**src/rtl/bcd_stopwatch_pkg.sv**
```systemverilog
// Shared definitions for the BCD stopwatch: FSM encoding, BCD digit limits
// and the fixed segment codes used at reset and for non-decimal inputs.
package bcd_stopwatch_pkg;

    typedef enum logic {
        STOP = 1'b0,
        RUN  = 1'b1
    } state_t;

    localparam logic [3:0] ONES_MAX = 4'd9;
    localparam logic [3:0] TENS_MAX = 4'd5;

    // Segment bit 6 drives segment a and bit 0 drives segment g; all active-low.
    localparam logic [6:0] SEG_BLANK = 7'b1111111;
    localparam logic [6:0] SEG_ZERO  = 7'b0000001;

endpackage

```
**src/rtl/bcd_stopwatch_if.sv**
```systemverilog
// Control inputs and time/display outputs of the stopwatch bundled as one port.
interface bcd_stopwatch_if;

    logic       tick_in;
    logic       start_stop;
    logic       clear;
    logic [3:0] min_tens;
    logic [3:0] min_ones;
    logic [3:0] sec_tens;
    logic [3:0] sec_ones;
    logic       running;
    logic       wrap;
    logic [3:0] an;
    logic [6:0] seg;
    logic       dp;

    modport master (
        output tick_in, start_stop, clear,
        input  min_tens, min_ones, sec_tens, sec_ones, running, wrap, an, seg, dp
    );

    modport slave (
        input  tick_in, start_stop, clear,
        output min_tens, min_ones, sec_tens, sec_ones, running, wrap, an, seg, dp
    );

endinterface

```
**src/rtl/bcd_stopwatch_seg7.sv**
```systemverilog
// Combinational BCD to active-low 7-segment decoder; codes 10-15 are blanked.
module seg7_decode
    import bcd_stopwatch_pkg::*;
(
    input  logic [3:0] bcd,
    output logic [6:0] seg
);

    always_comb begin
        seg = SEG_BLANK;
        case (bcd)
            4'd0: seg = SEG_ZERO;
            4'd1: seg = 7'b1001111;
            4'd2: seg = 7'b0010010;
            4'd3: seg = 7'b0000110;
            4'd4: seg = 7'b1001100;
            4'd5: seg = 7'b0100100;
            4'd6: seg = 7'b0100000;
            4'd7: seg = 7'b0001111;
            4'd8: seg = 7'b0000000;
            4'd9: seg = 7'b0000100;
            default: seg = SEG_BLANK;
        endcase
    end

endmodule

```
**src/rtl/bcd_stopwatch.sv**
```systemverilog
// MM:SS BCD stopwatch counting 1 Hz ticks, with start/stop, clear and a
// multiplexed four-digit 7-segment display scan.
module bcd_stopwatch
    import bcd_stopwatch_pkg::*;
#(
    parameter int SCAN_DIV = 50000
) (
    input  logic            clkin,
    input  logic            rstn,
    bcd_stopwatch_if.slave  bus
);

    localparam int CNT_W = (SCAN_DIV > 1) ? $clog2(SCAN_DIV) : 1;

    logic             tick_q;
    logic             ss_q;
    logic             tick_pulse;
    logic             ss_pulse;
    state_t           state;
    state_t           state_next;
    logic [3:0]       sec_ones;
    logic [3:0]       sec_tens;
    logic [3:0]       min_ones;
    logic [3:0]       min_tens;
    logic [3:0]       sec_ones_next;
    logic [3:0]       sec_tens_next;
    logic [3:0]       min_ones_next;
    logic [3:0]       min_tens_next;
    logic             wrap;
    logic             wrap_next;
    logic [CNT_W-1:0] scan_cnt;
    logic [1:0]       digit_idx;
    logic [3:0]       sel_digit;
    logic [6:0]       seg_dec;
    logic [3:0]       an;
    logic [6:0]       seg;
    logic             dp;

    // Edge detectors reset high so an input already high at release is not an edge.
    always_ff @(posedge clkin or negedge rstn) begin
        if (!rstn) begin
            tick_q <= 1'b1;
            ss_q   <= 1'b1;
        end else begin
            tick_q <= bus.tick_in;
            ss_q   <= bus.start_stop;
        end
    end

    assign tick_pulse = bus.tick_in & ~tick_q;
    assign ss_pulse   = bus.start_stop & ~ss_q;

    always_ff @(posedge clkin or negedge rstn) begin
        if (!rstn) begin
            state    <= STOP;
            sec_ones <= 4'd0;
            sec_tens <= 4'd0;
            min_ones <= 4'd0;
            min_tens <= 4'd0;
            wrap     <= 1'b0;
        end else begin
            state    <= state_next;
            sec_ones <= sec_ones_next;
            sec_tens <= sec_tens_next;
            min_ones <= min_ones_next;
            min_tens <= min_tens_next;
            wrap     <= wrap_next;
        end
    end

    // The tick is judged against the current state, so a coincident toggle
    // only affects ticks from the following cycle on.
    always_comb begin
        state_next    = state;
        sec_ones_next = sec_ones;
        sec_tens_next = sec_tens;
        min_ones_next = min_ones;
        min_tens_next = min_tens;
        wrap_next     = 1'b0;
        if (bus.clear) begin
            state_next    = STOP;
            sec_ones_next = 4'd0;
            sec_tens_next = 4'd0;
            min_ones_next = 4'd0;
            min_tens_next = 4'd0;
        end else begin
            if (state == RUN && tick_pulse) begin
                if (sec_ones == ONES_MAX) begin
                    sec_ones_next = 4'd0;
                    if (sec_tens == TENS_MAX) begin
                        sec_tens_next = 4'd0;
                        if (min_ones == ONES_MAX) begin
                            min_ones_next = 4'd0;
                            if (min_tens == TENS_MAX) begin
                                min_tens_next = 4'd0;
                                wrap_next     = 1'b1;
                            end else begin
                                min_tens_next = min_tens + 4'd1;
                            end
                        end else begin
                            min_ones_next = min_ones + 4'd1;
                        end
                    end else begin
                        sec_tens_next = sec_tens + 4'd1;
                    end
                end else begin
                    sec_ones_next = sec_ones + 4'd1;
                end
            end
            if (ss_pulse) begin
                state_next = (state == RUN) ? STOP : RUN;
            end
        end
    end

    always_ff @(posedge clkin or negedge rstn) begin
        if (!rstn) begin
            scan_cnt  <= '0;
            digit_idx <= 2'd0;
        end else if (scan_cnt == CNT_W'(SCAN_DIV - 1)) begin
            scan_cnt  <= '0;
            digit_idx <= digit_idx + 2'd1;
        end else begin
            scan_cnt  <= scan_cnt + CNT_W'(1);
        end
    end

    always_comb begin
        sel_digit = sec_ones;
        case (digit_idx)
            2'd0: sel_digit = sec_ones;
            2'd1: sel_digit = sec_tens;
            2'd2: sel_digit = min_ones;
            2'd3: sel_digit = min_tens;
            default: sel_digit = sec_ones;
        endcase
    end

    seg7_decode u_seg7_decode (
        .bcd (sel_digit),
        .seg (seg_dec)
    );

    // Anode, segments and decimal point are registered together so they stay aligned.
    always_ff @(posedge clkin or negedge rstn) begin
        if (!rstn) begin
            an  <= 4'b1110;
            seg <= SEG_ZERO;
            dp  <= 1'b1;
        end else begin
            an  <= ~(4'b0001 << digit_idx);
            seg <= seg_dec;
            dp  <= (digit_idx != 2'd2);
        end
    end

    assign bus.sec_ones = sec_ones;
    assign bus.sec_tens = sec_tens;
    assign bus.min_ones = min_ones;
    assign bus.min_tens = min_tens;
    assign bus.running  = (state == RUN);
    assign bus.wrap     = wrap;
    assign bus.an       = an;
    assign bus.seg      = seg;
    assign bus.dp       = dp;

endmodule

```
**src/flat_wrapper.sv**
```systemverilog
// flat-port wrapper written by rule: the top's interface ports become plain ports
module bcd_stopwatch_flat import bcd_stopwatch_pkg::*;
#(
    parameter int SCAN_DIV = 50000
)
  (clkin, rstn, bus_tick_in, bus_start_stop, bus_clear, bus_min_tens, bus_min_ones, bus_sec_tens, bus_sec_ones, bus_running, bus_wrap, bus_an, bus_seg, bus_dp);
  bcd_stopwatch_if bus_i ();
  input  logic clkin;
  input  logic rstn;
  input wire logic [$bits(bus_i.tick_in)-1:0] bus_tick_in;
  input wire logic [$bits(bus_i.start_stop)-1:0] bus_start_stop;
  input wire logic [$bits(bus_i.clear)-1:0] bus_clear;
  output wire logic [$bits(bus_i.min_tens)-1:0] bus_min_tens;
  output wire logic [$bits(bus_i.min_ones)-1:0] bus_min_ones;
  output wire logic [$bits(bus_i.sec_tens)-1:0] bus_sec_tens;
  output wire logic [$bits(bus_i.sec_ones)-1:0] bus_sec_ones;
  output wire logic [$bits(bus_i.running)-1:0] bus_running;
  output wire logic [$bits(bus_i.wrap)-1:0] bus_wrap;
  output wire logic [$bits(bus_i.an)-1:0] bus_an;
  output wire logic [$bits(bus_i.seg)-1:0] bus_seg;
  output wire logic [$bits(bus_i.dp)-1:0] bus_dp;
  assign bus_i.tick_in = bus_tick_in;
  assign bus_i.start_stop = bus_start_stop;
  assign bus_i.clear = bus_clear;
  assign bus_min_tens = bus_i.min_tens;
  assign bus_min_ones = bus_i.min_ones;
  assign bus_sec_tens = bus_i.sec_tens;
  assign bus_sec_ones = bus_i.sec_ones;
  assign bus_running = bus_i.running;
  assign bus_wrap = bus_i.wrap;
  assign bus_an = bus_i.an;
  assign bus_seg = bus_i.seg;
  assign bus_dp = bus_i.dp;
  bcd_stopwatch #(.SCAN_DIV(SCAN_DIV)) u_core (.clkin(clkin), .rstn(rstn), .bus(bus_i));
endmodule
```
**config.mk**
```make
export PLATFORM = sky130hd
export DESIGN_NAME = bcd_stopwatch_flat
export DESIGN_NICKNAME = d
export VERILOG_FILES = /design/src/rtl/bcd_stopwatch_pkg.sv /design/src/rtl/bcd_stopwatch_if.sv /design/src/rtl/bcd_stopwatch_seg7.sv /design/src/rtl/bcd_stopwatch.sv /design/src/flat_wrapper.sv
export SDC_FILE = /design/constraint.sdc
export NUM_CORES = 1
export LEC_CHECK = 0
export ABC_CLOCK_PERIOD_IN_PS = 2500
export BUFFER_PORTS_ARGS = -buffer_cell sky130_fd_sc_hd__buf_2
export CORE_MARGIN = 3
export CORE_UTILIZATION = 25
export CTS_CLUSTER_SIZE = 10
export DETAILED_ROUTE_END_ITERATION = 10
export HOLD_SLACK_MARGIN = 0.08
export MAX_ROUTING_LAYER = met4
export PLACE_DENSITY = 0.49
export SETUP_SLACK_MARGIN = 0.4
export SLEW_MARGIN = 20
export SYNTH_ARGS = -nofsm -noshare
export SYNTH_HDL_FRONTEND = slang
export SYNTH_HIERARCHICAL = 1
export SYNTH_SLANG_ARGS = --single-unit
```
**constraint.sdc**
```tcl
create_clock -name clkin -period 2.5 [get_ports clkin]
set_input_delay 0.25 -clock clkin [delete_from_list [all_inputs] [get_ports clkin]]
set_output_delay 0.25 -clock clkin [all_outputs]
set_load 0.01 [all_outputs]
```
## After elaboration in Yosys (flattened, before gate mapping)

Memories as Yosys holds them, arrays and structs flattened. A register that Yosys moved wholly into a read port is not among the register bits.
Cells that the tools add are included.

- Bits of input ports: 5
- Memories: 1
- Flip-flop bits (word level): 43
- Memory bits (read-only): 112
- Word-level logic and storage cells: 74

- Multiplexer cells: 29
- Reductions and logical operators: 11
- Shift-type cells: 1
- Bitwise logic cells: 5
- Add/subtract/negate cells: 6
- Equality and inequality tests: 9

Memories:

| memory | words | width | read ports | clocked after Yosys merged registers in | write ports | RTL line | source |
|---|---|---|---|---|---|---|---|
| (no name shown) | 16 | 7 | 1 | 1 | 0 | bcd_stopwatch_seg7.sv:11 | `case (bcd)` |

Operators by type and width:

| cell | number |
|---|---|
| 4-bit two-way mux | 18 |
| 16-bit by 1-bit adder with 16-bit output (second input constant) | 1 |
| 4-bit by 1-bit adder with 4-bit output (second input constant) | 4 |
| 16-bit equality test (second input constant) | 1 |
| 16-bit two-way mux | 1 |
| 4-bit one-hot mux with 4 select lines | 1 |
| 2-bit nonzero test | 5 |
| 1-bit two-way mux | 9 |
| 4-bit by 3-bit equality test with 1-bit output (second input constant) | 2 |
| 4-bit equality test (second input constant) | 2 |
| 2-bit equality test (second input constant) | 2 |
| 4-bit NOT | 1 |
| 4-bit AND reduction | 1 |
| 1-bit by 2-bit << shifter with 4-bit output (first input constant) | 1 |
| 3-bit AND reduction | 1 |
| 2-bit by 1-bit adder with 2-bit output (second input constant) | 1 |
| 1-bit bitwise AND | 2 |
| 2-bit by 1-bit equality test with 1-bit output (second input constant) | 1 |
| 2-bit zero test | 1 |
| 2-bit inequality test (second input constant) | 1 |
| 1-bit NOT | 2 |
| 2-bit AND reduction | 1 |
| 1-bit logical AND | 1 |
| 1-bit zero test | 1 |

## Longest topological paths before layout

- Word-level depth: 7
- Mapped depth: 9
- Gate-level depth less buffers: 9

## Cells and area by module

The synthesis kept the hierarchy.

Modules (own cells, without submodules):

| module | cells an instance | times used | sequential area each (um^2) | area each (um^2) |
|---|---|---|---|---|
| bcd_stopwatch | 220 | 1 | 1233.7 | 2363.5 |
| seg7_decode | 33 | 1 | 0.0 | 210.2 |

## Worst setup path after synthesis

OpenSTA, ideal clock, no wires.

- Kind: reg2reg
- From: register u_core.digit_idx[0]
- To: register u_core.seg[3], in the netlist u_core/bus.seg[3]
- Library setup time: 130 ps
- Slack: 415 ps
- Cell stages (with the launch flop): 10
- Buffers on the path: 1
- Data arrival time: 1955 ps
- Clock period less this slack: 2085 ps
- Required time: 2370 ps
- Path through: dfrtp_1 inv_1 ha_1 buf_1 mux2i_1 inv_1 ha_1 or2_1 a21oi_2 a31oi_1

- Cells in the longest elaborated chain, start to end: 2
- Elaborated cells on any way between the ends: 5
- Those cells by class: eq/ne (3); mux (1); reduce/logical (1)

RTL lines:

| what | RTL line | source |
|---|---|---|
| start: declaration | bcd_stopwatch.sv:32 | `logic [1:0] digit_idx;` |
| start signal: assignment | bcd_stopwatch.sv:122 | `digit_idx <= digit_idx + 2'd1;` |
| 2-bit equality test (tied with other cells) | bcd_stopwatch.sv:130 | `case (digit_idx)` |
| 4-bit one-hot mux with 4 select lines * | bcd_stopwatch.sv:130 |  |
| named net u_core.sel_digit[1] | bcd_stopwatch.sv:33 | `logic [3:0] sel_digit;` |
| end: declaration | bcd_stopwatch.sv:36 | `logic [6:0] seg;` |

Mark *: on every way through the listed nets, which the timed path passes. The rest lies on a longest branch.
A chain may end at the register's enable or synchronous reset.

## Final worst setup path

Ends and elaborated chain as after synthesis.

==> impl_results.md <==
* Status: finished clean
* Syn-to-layout area delta at 18.7%
* Initial antenna violation count at 0
* Vias per cell at 4.45
* Hold Crit Class: in2async
* Final period util at 81.5%
* Tmin final at 2.04 ns
* Post-Syn Area at 0.00257 mm^2
* Reg2reg start: u_core/digit_idx[0]$_DFFE_PN0N_
* Mapped Cells at 253
* Share of synthesized registers carrying an async set or reset at 100%
* Synth top area cells: dfrtp_1 (42%), ha_1 (9.2%), dfstp_2 (6.1%)
* Cell family with most CP delay: compound AO/OA/AOI/OAI gates
* Syn Area/Cell at 10.2 um^2
* Die ar. at 0.0115 mm^2
* I/O Buffers at 34
* Most used flip-flop cell after synthesis: dfrtp_1
* Critical path's slowest cell: a222oi_1
* Nature of the critical path endpoint: flip-flop
* GP Congestion at 0.809
* Final Hold Vio Count at 0
* Distinct cells, synth at 45
* Highest clock rate at 0.491 GHz
* Layout Cells excl Fill at 428
* Detailed placement HPWL at 4020 um
* Seq/Total Area, Yosys at 47.9%
* First-pass GRT wire length at 9200 um
* Area leader, netlist: dfrtp_1
* Final #Nets at 318
* Antenna diodes at 0
* Total Routing Usage GR at 10.2%
* Pre-antenna DRT Iters at 5
* Core Box Area at 0.00991 mm^2
* TritonCTS Buffers at 5
* Die W at 107 um
* Antenna viol nets, final at 0
* Height of the die at 107 um
* Clock buffer depth at 2
* Synth top area share at 41.8%
* Synth warnings at 6
* Worst setup SP type: flip-flop
* Setup tns final at 0 ns
* Fillers at 1058
* VDD IR max at 0.216 mV
* Max Slew Vio Count at 0
* Final Setup Violations at 0
* Drt initial violations at 80
* Worst Skew at 0.00712 ns
* Worst slew margin at 66.4%
* Power Density at 439 mW/mm^2
* WL/cell at 12.8 um
* Critical path, cell by cell: inv_2 -> ha_4 -> a222oi_1 -> mux2i_2 -> ha_2 -> or2_1 -> a21oi_2 -> a31oi_1
* Worst Setup SP: u_core/digit_idx[0]$_DFFE_PN0N_
* Crit path max fanout at 5
* # Max-Cap Violations at 0
* Post-Route WL at 5480 um
* CTS H-Tree Depth at 2
* Clock slew at reported path FFs at 0.09 ns
* Syn Nets at 277
* # rows at 36
* Total number of vias at 1904
* Largest net degree at the start of global routing at 25
* Critical path class: reg2reg
* CTS Root Cell: clkbuf_8
* CTS tree: built
* Starting Density at 26.0%
* Clk sinks at 49
* Buf/Inv on CP at 1
* Worst-Margin Slew at 0.494 ns
* RSZ-0062 raised after global routing: true
* Number of enable flip-flop cells after synthesis at 0
* #FFs+latches synth at 49
* Placed Cells at 414
* Req. time, crit path at 2.65 ns
* Leak Pwr at 1.40 nW
* Grt ovf at 0
* CP peak stage delay at 0.42 ns
* Vias in the first global route at 1852
* Worst-skew pair later-pin latency at 0.30 ns
* WP data arrival at 2.19 ns
* DRC at 0
* Io pins at 35
* Share of layout cells above drive strength 1 at 24.7%
[power by group]
part | switching [W] | leakage (nW) | total [W] | internal, W
combinational | 0.0000349 | 0.707 | 0.0000528 | 0.0000179
sequential | 0.00000417 | 0.646 | 0.000804 | 0.000799
clock | 0.000261 | 0.0512 | 0.000486 | 0.000225
total | 0.000300 | 1.40 | 0.00134 | 0.00104
[cell usage after synthesis, types with 4 or more instances]
cell	n
xnor2_1	11
nor3_1	4
o21ai_0	12
nand2_1	12
ha_1	19
a21oi_1	16
dfrtp_1	43
xor2_1	5
a222oi_1	4
and3b_1	5
or3_1	5
inv_1	19
nor2_1	29
nand2b_1	5
mux2i_1	6
nand3_1	8
dfstp_2	6
nand4_1	6
[what timing repair did]
action,in CTS,in global routing
pin swaps,2,4
endpoints found under the setup margin,5,10
buffers inserted,1,2
hold endpoints to repair,10,0
resized for setup,4,9
hold buffers,3,0
[worst paths after layout]
path                            slack (ns)  depth (start not counted)                             end
worst max register to register        0.46                          8     u_core/bus.seg[3]$_DFF_PN0_
worst min-delay path                  0.33                          2   u_core/scan_cnt[13]$_DFF_PN0_
max in group asynchronous             1.54                          3         u_core/tick_q$_DFF_PN1_
worst max-delay path                  0.46                          8     u_core/bus.seg[3]$_DFF_PN0_
min in group clkin                    0.34                          2  u_core/bus.running$_DFFE_PN0P_
worst min register to register        0.49                          1    u_core/scan_cnt[0]$_DFF_PN0_
[stage by stage]
stage | cell area (um^2) | total power, W | hold WS [ns] | utilization, % | setup slack, ns
2_1_floorplan | 2570 | 0.000838 | -0.0456 | - | 0.415
3_3_place_gp | 2870 | 0.000868 | 0.127 | 29.0 | 0.349
3_5_place_dp | 2870 | 0.000869 | 0.131 | 29.0 | 0.197
4_1_cts | 3010 | 0.00138 | 0.322 | 30.4 | 0.412
5_1_grt | 3050 | 0.00142 | 0.350 | 30.8 | 0.276
6_report | 3050 | 0.00134 | 0.329 | 30.8 | 0.462
[cell usage in the layout (no fill, tap or decap), types with 4 or more instances in the layout]
cell and n:
a21oi_1 16, a222oi_1 4, and3b_1 4, buf_2 34, buf_4 7, clkbuf_8 6, dfrtp_1 42, dfstp_2 6
ha_1 15, inv_1 16, nand2_1 12, nand2b_1 5, nand3_1 8, nand4_1 6, nor2_1 29, nor3_1 4
o21ai_0 12, or3_1 5, xnor2_1 11, xor2_1 5
[registers in the layout (all words and copies together) (netlist names)]
name,flops
u_core/scan_cnt,16
u_core/bus.seg,7
u_core/bus.min_ones,4
u_core/bus.min_tens,4
u_core/bus.sec_ones,4
u_core/bus.sec_tens,4
u_core/bus.an,3
u_core/digit_idx,2
u_core/bus.dp,1
u_core/bus.running,1
u_core/bus.wrap,1
u_core/ss_q,1
u_core/tick_q,1
[kinds of logic after synthesis]
kind of cell               after synthesis  synth area share (%)
adders and majority gates               19                  9.24
buffers and inverters                   29                  5.44
AOI/OAI and AO/OA                       37                  8.51
muxes                                    7                  2.77
xor gates and xnor gates                16                  5.44
and+or+nand+nor                         96                  20.7
DFF                                     49                  47.9
[cell type report]
type / count / area, um^2 / share of cell area (%)
clock buffer: 6 / 82.6 / 2.70
clock inverter: 2 / 13.8 / 0.451
inverter: 19 / 71.3 / 2.34
multi-input combinational: 175 / 1230 / 40.4
sequential: 49 / 1230 / 40.4
tap: 133 / 166 / 5.45
timing repair buffer: 44 / 253 / 8.28
[metal layers]
metal,GRT usage [%],up-vias,wire [um]
met4,3.25,0,44
met1,13.0,921,2660
met5,-,-,0
li1,-,951,-
met2,16.4,30,2610
met3,2.04,2,171
(Power assumes the default switching activity.)
